## config.mk

```make
export PLATFORM = sky130hd
export DESIGN_NAME = dmem_cache
export DESIGN_NICKNAME = d
export VERILOG_FILES = /design/src/rtl/cache_pkg.sv /design/src/rtl/dcache_array.sv /design/src/rtl/dmem_cache.sv
export SDC_FILE = /design/constraint.sdc
export NUM_CORES = 2
export LEC_CHECK = 0
export ABC_AREA = 1
export CAP_MARGIN = 25
export CELL_PAD_IN_SITES_DETAIL_PLACEMENT = 0
export CELL_PAD_IN_SITES_GLOBAL_PLACEMENT = 1
export CORE_MARGIN = 5
export CORE_UTILIZATION = 30
export DETAILED_ROUTE_END_ITERATION = 10
export GPL_TIMING_DRIVEN = 1
export MAX_ROUTING_LAYER = met4
export PLACE_DENSITY_LB_ADDON = 0.15
export SYNTH_ARGS = -nofsm -noshare
export SYNTH_HDL_FRONTEND = slang
export SYNTH_HIERARCHICAL = 1
export SYNTH_SLANG_ARGS = --single-unit
```

## constraint.sdc

```tcl
create_clock -name clk -period 6.17 [get_ports clk]
set_clock_uncertainty 0.05 [all_clocks]
set_input_delay 1.5425 -clock clk [delete_from_list [all_inputs] [get_ports clk]]
set_output_delay 1.5425 -clock clk [all_outputs]
set_load 0.02 [all_outputs]
```

## src/rtl/cache_pkg.sv

```systemverilog
// Shared definitions for the MEM-stage data cache: FSM encoding, default geometry,
// derived address-field widths and a line-address helper.
package cache_pkg;

    localparam int WORD_W         = 32;
    localparam int DEF_LINE_WORDS = 4;
    localparam int DEF_NUM_SETS   = 16;
    localparam int DEF_ADDR_W     = 32;

    localparam int OFF_W = $clog2(DEF_LINE_WORDS);
    localparam int IDX_W = $clog2(DEF_NUM_SETS);
    localparam int TAG_W = DEF_ADDR_W - IDX_W - OFF_W - 2;

    typedef enum logic [2:0] {
        S_IDLE,
        S_LOOKUP,
        S_WB_REQ,
        S_WB_WAIT,
        S_FILL_REQ,
        S_FILL_WAIT
    } state_t;

    // Line-aligned byte address for the default geometry.
    function automatic logic [DEF_ADDR_W-1:0] line_addr(logic [TAG_W-1:0] tag,
                                                        logic [IDX_W-1:0] idx);
        return {tag, idx, {(OFF_W + 2){1'b0}}};
    endfunction

endpackage

```

## src/rtl/dcache_array.sv

```systemverilog
// Valid/dirty/tag/data storage for the direct-mapped cache. Reads are asynchronous by index;
// word writes, line fills and dirty clears land on the clock edge. Reset clears valid/dirty only.
module dcache_array #(
    parameter int LINE_WORDS = 4,
    parameter int NUM_SETS   = 16,
    parameter int TAG_W      = 24
) (
    input  logic                              clk,
    input  logic                              reset,
    input  logic [$clog2(NUM_SETS)-1:0]       idx,
    output logic                              rd_valid,
    output logic                              rd_dirty,
    output logic [TAG_W-1:0]                  rd_tag,
    output logic [32*LINE_WORDS-1:0]          rd_line,
    input  logic                              wr_en,
    input  logic [$clog2(LINE_WORDS)-1:0]     wr_off,
    input  logic [31:0]                       wr_data,
    input  logic                              fill_en,
    input  logic [TAG_W-1:0]                  fill_tag,
    input  logic [32*LINE_WORDS-1:0]          fill_line,
    input  logic                              clean_en
);

    logic [NUM_SETS-1:0]       valid;
    logic [NUM_SETS-1:0]       dirty;
    logic [TAG_W-1:0]          tags [NUM_SETS];
    logic [32*LINE_WORDS-1:0]  data [NUM_SETS];

    assign rd_valid = valid[idx];
    assign rd_dirty = dirty[idx];
    assign rd_tag   = tags[idx];
    assign rd_line  = data[idx];

    always_ff @(posedge clk) begin
        if (reset) begin
            valid <= '0;
            dirty <= '0;
        end else if (fill_en) begin
            valid[idx] <= 1'b1;
            dirty[idx] <= 1'b0;
        end else if (wr_en) begin
            dirty[idx] <= 1'b1;
        end else if (clean_en) begin
            dirty[idx] <= 1'b0;
        end
    end

    // Tag and data carry no reset; valid gates every use of them.
    always_ff @(posedge clk) begin
        if (!reset) begin
            if (fill_en) begin
                data[idx] <= fill_line;
                tags[idx] <= fill_tag;
            end else if (wr_en) begin
                data[idx][32*wr_off +: 32] <= wr_data;
            end
        end
    end

endmodule

```

## src/rtl/dmem_cache.sv

```systemverilog
// Direct-mapped write-back write-allocate data cache for the CPU MEM stage; hits respond the
// cycle after accept, misses write back a dirty victim then fill over a single-outstanding line port.
module dmem_cache
    import cache_pkg::*;
#(
    parameter int LINE_WORDS = DEF_LINE_WORDS,
    parameter int NUM_SETS   = DEF_NUM_SETS,
    parameter int ADDR_W     = DEF_ADDR_W
) (
    input  logic                       clk,
    input  logic                       reset,
    input  logic                       req_valid,
    output logic                       req_ready,
    input  logic                       req_write,
    input  logic [ADDR_W-1:0]          req_addr,
    input  logic [31:0]                req_wdata,
    output logic                       resp_valid,
    output logic [31:0]                resp_rdata,
    output logic                       mem_req_valid,
    input  logic                       mem_req_ready,
    output logic                       mem_req_write,
    output logic [ADDR_W-1:0]          mem_req_addr,
    output logic [32*LINE_WORDS-1:0]   mem_req_wdata,
    input  logic                       mem_resp_valid,
    input  logic [32*LINE_WORDS-1:0]   mem_resp_rdata,
    output logic [31:0]                hit_count,
    output logic [31:0]                miss_count
);

    localparam int OB = $clog2(LINE_WORDS);
    localparam int IB = $clog2(NUM_SETS);
    localparam int TB = ADDR_W - IB - OB - 2;

    state_t state, state_nxt;

    logic                 lat_write;
    logic [ADDR_W-1:2]    lat_addr;
    logic [31:0]          lat_wdata;
    logic                 reprobe;

    logic [IB-1:0]        idx;
    logic [OB-1:0]        off;
    logic [TB-1:0]        tag;

    logic                 rd_valid, rd_dirty;
    logic [TB-1:0]        rd_tag;
    logic [32*LINE_WORDS-1:0] rd_line;
    logic [31:0]          rd_word;
    logic                 hit;

    logic                 wr_en, fill_en, clean_en;

    // Byte-lane bits of the address have no meaning for word accesses.
    logic unused_addr_bits;
    assign unused_addr_bits = &{1'b0, req_addr[1:0]};

    assign idx     = lat_addr[2+OB +: IB];
    assign off     = lat_addr[2 +: OB];
    assign tag     = lat_addr[ADDR_W-1 -: TB];
    assign rd_word = rd_line[32*off +: 32];
    assign hit     = rd_valid && (rd_tag == tag);

    dcache_array #(
        .LINE_WORDS (LINE_WORDS),
        .NUM_SETS   (NUM_SETS),
        .TAG_W      (TB)
    ) u_array (
        .clk       (clk),
        .reset     (reset),
        .idx       (idx),
        .rd_valid  (rd_valid),
        .rd_dirty  (rd_dirty),
        .rd_tag    (rd_tag),
        .rd_line   (rd_line),
        .wr_en     (wr_en),
        .wr_off    (off),
        .wr_data   (lat_wdata),
        .fill_en   (fill_en),
        .fill_tag  (tag),
        .fill_line (mem_resp_rdata),
        .clean_en  (clean_en)
    );

    always_ff @(posedge clk) begin
        if (reset) begin
            state      <= S_IDLE;
            lat_write  <= 1'b0;
            lat_addr   <= '0;
            lat_wdata  <= '0;
            reprobe    <= 1'b0;
            hit_count  <= '0;
            miss_count <= '0;
        end else begin
            state <= state_nxt;
            if (state == S_IDLE && req_valid) begin
                lat_write <= req_write;
                lat_addr  <= req_addr[ADDR_W-1:2];
                lat_wdata <= req_wdata;
                reprobe   <= 1'b0;
            end
            // The post-fill probe is a guaranteed hit and must not count twice.
            if (state == S_LOOKUP && !reprobe) begin
                if (hit) hit_count  <= hit_count + 32'd1;
                else     miss_count <= miss_count + 32'd1;
            end
            if (state == S_FILL_WAIT && mem_resp_valid) reprobe <= 1'b1;
        end
    end

    always_comb begin
        state_nxt     = state;
        req_ready     = 1'b0;
        resp_valid    = 1'b0;
        resp_rdata    = '0;
        mem_req_valid = 1'b0;
        mem_req_write = 1'b0;
        mem_req_addr  = '0;
        mem_req_wdata = '0;
        wr_en         = 1'b0;
        fill_en       = 1'b0;
        clean_en      = 1'b0;
        case (state)
            S_IDLE: begin
                req_ready = 1'b1;
                if (req_valid) state_nxt = S_LOOKUP;
            end
            S_LOOKUP: begin
                if (hit) begin
                    resp_valid = 1'b1;
                    resp_rdata = lat_write ? 32'd0 : rd_word;
                    wr_en      = lat_write;
                    state_nxt  = S_IDLE;
                end else if (rd_valid && rd_dirty) begin
                    state_nxt = S_WB_REQ;
                end else begin
                    state_nxt = S_FILL_REQ;
                end
            end
            S_WB_REQ: begin
                mem_req_valid = 1'b1;
                mem_req_write = 1'b1;
                mem_req_addr  = {rd_tag, idx, {(OB + 2){1'b0}}};
                mem_req_wdata = rd_line;
                if (mem_req_ready) state_nxt = S_WB_WAIT;
            end
            S_WB_WAIT: begin
                if (mem_resp_valid) begin
                    clean_en  = 1'b1;
                    state_nxt = S_FILL_REQ;
                end
            end
            S_FILL_REQ: begin
                mem_req_valid = 1'b1;
                mem_req_addr  = {tag, idx, {(OB + 2){1'b0}}};
                if (mem_req_ready) state_nxt = S_FILL_WAIT;
            end
            S_FILL_WAIT: begin
                if (mem_resp_valid) begin
                    fill_en   = 1'b1;
                    state_nxt = S_LOOKUP;
                end
            end
            default: state_nxt = S_IDLE;
        endcase
    end

endmodule

```

* Yosys cells after proc, flatten, opt, wreduce, memory -nomap -nowiden
Memory sizes are Yosys's and may differ from the RTL's. A register that Yosys moved wholly into a read port is not among the register bits.
Index checks and enable logic that the tools add are counted.
** Cells by class
- Add/sub/neg operators :: 3
- $lt $le $gt $ge :: 2
- Eq/ne operators :: 11
- Shifts and indexed selects :: 3
- Muxes and demuxes :: 173
- Bitwise operators :: 133
- Reductions and logical operators :: 14
** Operator list (number)
- 128-bit two-way mux :: 2
- 1-bit two-way mux :: 149
- 1-bit OR :: 128
- 32-bit by 34-bit variable shift with 128-bit output (first input constant) :: 1
- 128-bit by 8-bit indexed part select with 32-bit output :: 1
- 32-bit by 34-bit indexed part select with 128-bit output :: 1
- 32-bit two-way mux :: 3
- 32-bit by 1-bit adder with 32-bit output (second input constant) :: 2
- 32-bit case mux with 2 select lines :: 1
- 16-bit two-way mux :: 3
- 7-bit negator with 34-bit output :: 1
- 16-bit OR :: 2
- 24-bit equality test :: 1
- 3-bit two-way mux :: 7
- 3-bit case mux with 6 select lines :: 1
- 16-bit AND :: 1
- 4-bit two-way mux :: 4
- 16-bit inverter :: 1
- 2-bit inequality test (second input constant) :: 5
- 1-bit binary-select mux with 4-bit select :: 2
- 3-bit by 2-bit equality test with 1-bit output (second input constant) :: 2
- 3-bit equality test (second input constant) :: 2
- 1-bit logical AND :: 6
- 4-bit by 5-bit less-than comparator with 1-bit output (second input constant) :: 1
- 11 further kinds :: 12
** Storage, ports and cells
- Register bits after elaboration :: 163
- Memory bits (writable) :: 2432
- Input port bits :: 198
- Logic and storage cells :: 350
- Memories :: 2
** Memory list
- u_array.data :: words 16, width 128, read ports 1, clocked after Yosys merged registers in 1, wr ports 1, line dcache_array.sv:27 : logic [32*LINE_WORDS-1:0] data [NUM_SETS];
- u_array.tags :: words 16, width 24, read ports 1, clocked after Yosys merged registers in 1, wr ports 1, line dcache_array.sv:26 : logic [TAG_W-1:0] tags [NUM_SETS];

* Depth between registers and ports, before layout
- Depth after elaboration :: 10
- Depth in mapped cells :: 27
- Depth with buffers taken out :: 23

* By module
The synthesis kept the hierarchy.
** Modules (own cells, without submodules)
- dcache_array :: times used 1, cells each 10494, area each 104694.2 sq um, sequential area each 73670.7 sq um
- dmem_cache :: times used 1, cells each 1670, area each 9510.4 sq um, sequential area each 2622.5 sq um

* Worst setup path after synthesis
No wires, ideal clock.
- Kind :: register -> register
- From :: reg lat_addr[5] in the netlist's numbering
- To :: mem u_array/data[10][64] in the netlist's numbering, enable pin
- Setup time :: 0.421 ns
- Arrival time :: 4.283 ns
- Data required time :: 5.699 ns
- Setup slack :: 1.416 ns
- Stages on the path, launching flop included :: 26
- Path buffers :: 4
- Cells stage by stage :: dfxtp_1 > buf_2 > inv_2 > clkbuf_1 > clkbuf_1 > nand2_1 > nand2_1 > nand2_1 > nand2_1 > inv_1 > nand2_1 > inv_1 > nand2_1 > nand2_1 > nor2_1 > nand2_1 > nor2_2 > nand2_2 > nor4_1 > nand2_1 > nor2_2 > inv_1 > o21ai_0 > inv_1 > buf_2 > nor2_1
** Between the ends
- Longest elaborated chain between the ends :: 10
** Ends and longest elaborated chain
- start: declaration :: line dmem_cache.sv:37 : logic [ADDR_W-1:2] lat_addr;
- start signal: assignment :: line dmem_cache.sv:97 : lat_addr <= req_addr[ADDR_W-1:2];
- 1-bit binary-select mux with 4-bit select :: line dcache_array.sv:29 : assign rd_valid = valid[idx];
- 1-bit two-way mux (not written as such) :: line dcache_array.sv:29
- 1-bit logical AND :: line dmem_cache.sv:61 : assign hit = rd_valid && (rd_tag == tag);
- 1-bit two-way mux :: line dmem_cache.sv:128 : if (hit) begin
- 1-bit two-way mux :: line dmem_cache.sv:122 : case (state)
- named net wr_en :: line dmem_cache.sv:51 : logic wr_en, fill_en, clean_en;
- 1-bit two-way mux :: line dcache_array.sv:54 : end else if (wr_en) begin
- 1-bit two-way mux :: line dcache_array.sv:51 : if (fill_en) begin
- 1-bit two-way mux :: line dcache_array.sv:50 : if (!reset) begin
- 128-bit two-way mux (not written as such) :: line dcache_array.sv:55 : data[idx][32*wr_off +: 32] <= wr_data;
- 1-bit OR (no line)
- end: declaration :: line dcache_array.sv:27
The timed path passes the listed nets, and every way through them passes these cells. The select of a mux whose other input is x is not followed.

* Worst setup path in the final report
- From :: reg lat_addr[5] in the netlist's numbering
- To :: out resp_rdata[24]
** Between the ends
- Longest elaborated chain between the ends :: 5
** Ends and longest elaborated chain
- 1-bit binary-select mux with 4-bit select :: line dcache_array.sv:29
- 1-bit two-way mux (not written as such) :: line dcache_array.sv:29
- 1-bit logical AND :: line dmem_cache.sv:61
- 32-bit two-way mux :: line dmem_cache.sv:128
- 32-bit two-way mux :: line dmem_cache.sv:122
- end: declaration :: line dmem_cache.sv:18 : output logic [31:0] resp_rdata,
No other way between the ends. The select of a mux whose other input is x is not followed.

==> flow_summary.toml <==
[die]
ios = 458
die_x_um = 627
dieArea_sq_mm = 0.393
die_y_um = 627
num_rows = 226
core-area_sq_mm = 0.379
start_util_pct = 30.1

[placed_design]
place_ws_ns = 0.570
dp_cells = 17500
numPortBuffers = 451
post_dp_cell_area_sq_mm = 0.128
dp_hpwl_um = 267000
gp_congestion = 0.912

[yosys]
synth_area_per_cell_sq_um = 9.39
synth_area_sq_mm = 0.114
synth.ff_latch_count = 2595
yosysWarnings = 6
ys_types = 38
syn_inst = 12200
ys_seq_area_share_pct = 66.8

[setup_path]
slowest_stage = "dfxtp_4"
r2r-start = "lat_addr[5]$_SDFFE_PP0P_"
start_kind = "flip-flop"
endpoint = "resp_rdata[24]"
rrSetupSlack_ns = 1.18
end_kind = "primary output"
worst-setup-path-type = "reg -> out"
worstPathCellList = "buf_16 -> bufbuf_16 -> nand2_1 -> nand2_1 -> nand2_1 -> nand2_1 -> inv_1 -> nand2_1 -> inv_1 -> nand2_1 -> nand2_1 -> nor2_1 -> nand2_1 -> nor2_2 -> nand2_2 -> nor3_4 -> nand2_2 -> buf_12 -> buf_6 -> nor2_2 -> buf_4"
worst-r2r-cell-count = 25
worst_ep_required_time_ns = 4.58
crit_path_frequent_cell = "nand2_1"
arrival_ns = 4.44
crit_start = "lat_addr[5]$_SDFFE_PP0P_"
slowest_delay_ns = 0.50
r2r-end = "u_array/data[4][81]$_DFFE_PP_"
critPathMaxFanout = 22

[sta]
post-route-min-period_ns = 6.04
worst_pin_slew_ns = 1.14
setup_viol = 0
slew_viol_final = 0
clock.fmax_mhz = 166
fin_ws_ns = 0.133
rsz0062_at_grt = "yes"
finalCritPeriodShare_pct = 97.8
hold_viol = 0
tns_ns = 0
slew_headroom_pct = 23.6

[worst_hold_path]
holdCritStartpoint = "u_array/valid[14]$_SDFFE_PP0P_"
hp-class = "reg -> reg"

[grt]
overflow = 0
grt_pass1_wl_um = 611000
antenna_found_initial = 35
grtUsageTotal_pct = 22.4
grt_max_degree = 141
grt_pass1_vias = 79700

[finish]
final_cells = 18000
multiInputGateArea_sq_mm = 0.0337
drive_above_1_share_pct = 8.53
layout_commonest_cell = "nand2_1"
areaGrowthSynthToFinish_pct = 21.2
num-nets-final = 13000
final_cell_mix = "7,193 x nand2_1, 2,432 x edfxtp_1, 588 x inv_1"
n_fill_cell = 37800
regArea_sq_mm = 0.0763
stdcell_area_sq_mm = 0.138

[cts]
path_clk_slew_ns = 0.06
insertion_delay_ns = 0.92
cts_max_path_buffers = 4
cts_sinks = 2595
cts-root-buf = "clkbuf_16"
cts_buffers = 303
htreeDepth = 5
hold_buffers = 0
cts_tree = "yes"

[power]
power_leakage_nw = 56.5
total_power_mw = 44.8
peakVddDrop_v = 0.000197
cellPowerDensity_mw_per_mm2 = 324

[job]
drv_cap = 0

[drt]
drc = 0
firstDrtPassIters = 5
antenna_left = 0
drt-total-wl_um = 442000
vias_per_cell = 4.64
drt_iter0_drc = 6039
wl_per_cell_um = 24.5
num_vias = 83700

[outcome]
status = "completed"
## how the worst min path moves through the flow
stage / endpoint / slack [ns] / cells past startpoint
final: u_array/valid[14]$_SDFFE_PP0P_ / 0.41 / 2
after global routing: u_array/valid[12]$_SDFFE_PP0P_ / 0.44 / 2
after CTS: u_array/valid[11]$_SDFFE_PP0P_ / 0.41 / 2
after detailed placement: u_array/valid[14]$_SDFFE_PP0P_ / 0.40 / 2
after global placement: u_array/valid[13]$_SDFFE_PP0P_ / 0.39 / 2
after floorplan: u_array/valid[11]$_SDFFE_PP0P_ / 0.38 / 2
## worst max-delay path: cells and delay by family, from the launching register on
family                 cells  cell delay, ns
DFF                        1            0.50
and+or+nand+nor           14            1.58
buffers and inverters      7            1.35
## kinds of logic after synthesis
kind of cell | Yosys count | share of synthesized area, %
flops | 2595 | 66.8
compound gates | 501 | 2.43
buf+inv | 1242 | 4.46
other cells | 1 | 0.00328
xor+xnor | 44 | 0.337
fa+ha+maj | 7 | 0.0767
simple gates | 7774 | 25.9
## metrics by stage
| stage | hold WS (ns) | utilization [%] |
|---|---|---|
| 6_report | 0.409 | 36.5 |
| 3_3_place_gp | 0.388 | 33.7 |
| 5_1_grt | 0.439 | 36.5 |
| 3_5_place_dp | 0.396 | 33.7 |
| 2_1_floorplan | 0.378 | - |
| 4_1_cts | 0.411 | 36.4 |
## routing by layer
layer,vias to the layer above,share of wire [%],GRT usage [%]
li1,40200,-,-
met1,40700,41,27.1
met2,2122,48,36.9
met3,683,4.2,2.52
met4,0,6.5,12.2
met5,-,0,-
## where the power goes
part	internal, mW	leakage [nW]	switching, mW	total [mW]
Combinational	1.97	28.6	5.82	7.80
Clock	10.1	4.61	7.28	17.4
Sequential	19.4	23.2	0.196	19.6
Total	31.5	56.5	13.3	44.8
## flip-flops by register name (all words and copies together) (netlist names), named ones only
register and cells:
lat_wdata 32, u_array/data 2048, u_array/valid 16, lat_addr 30, u_array/tags 384, hit_count 32
lat_write 1, state 3, miss_count 32, reprobe 1
## synth_stat cells
master    instances  area (sq um)
a21oi_1         184           921
nand2_2           5          31.3
o21ai_0         197           986
nand4_1          28           175
nand3_1          84           420
clkinv_1          1          3.75
o21bai_1          1          7.51
buf_4            12          90.1
clkbuf_1        288          1080
nand3_2           4          40.0
and2_1            2          12.5
xnor2_1          14           123
o31ai_1          94           706
nor3_2            1          10.0
buf_1            56           210
dfxtp_1         163          3260
nor2_2           14          87.6
edfxtp_1       2432         73000
nand2_4           1          11.3
nor3b_1           1          7.51
nand3b_1          9          67.6
nor3b_4           1          18.8
o21ai_1           3          15.0
o22ai_1          22           138
ha_1              7          87.6
nor3_1           19          95.1
nand2_1        7211         27100
nor3_4            1          16.3
nor2_1          388          1460
conb_1            1          3.75
inv_1           593          2230
buf_2           259          1300
xor2_1           30           263
or2_2             1          6.26
buf_6             9           101
nor2_4            3          33.8
nor4_1            1          6.26
inv_2            24          90.1
## repair_timing
action / in CTS / in global routing
setup endpoints to repair: 37 / 29
gates cloned: 15 / 6
pin swaps: 0 / 0
gates resized for setup: 54 / 24
setup buffers: 7 / 2
## area by class of cell
class                   count  share of cell area, %
repair inverters            6                 0.0398
flip-flops and latches   2595                   55.1
diodes                     24                 0.0434
repair buffers            920                   7.25
clock inverters           144                  0.939
clock buffers             396                   5.91
multi-input cells        8330                   24.4
well taps                5016                   4.54
inverters                 618                   1.77
Power figures use the tool's default switching activity.
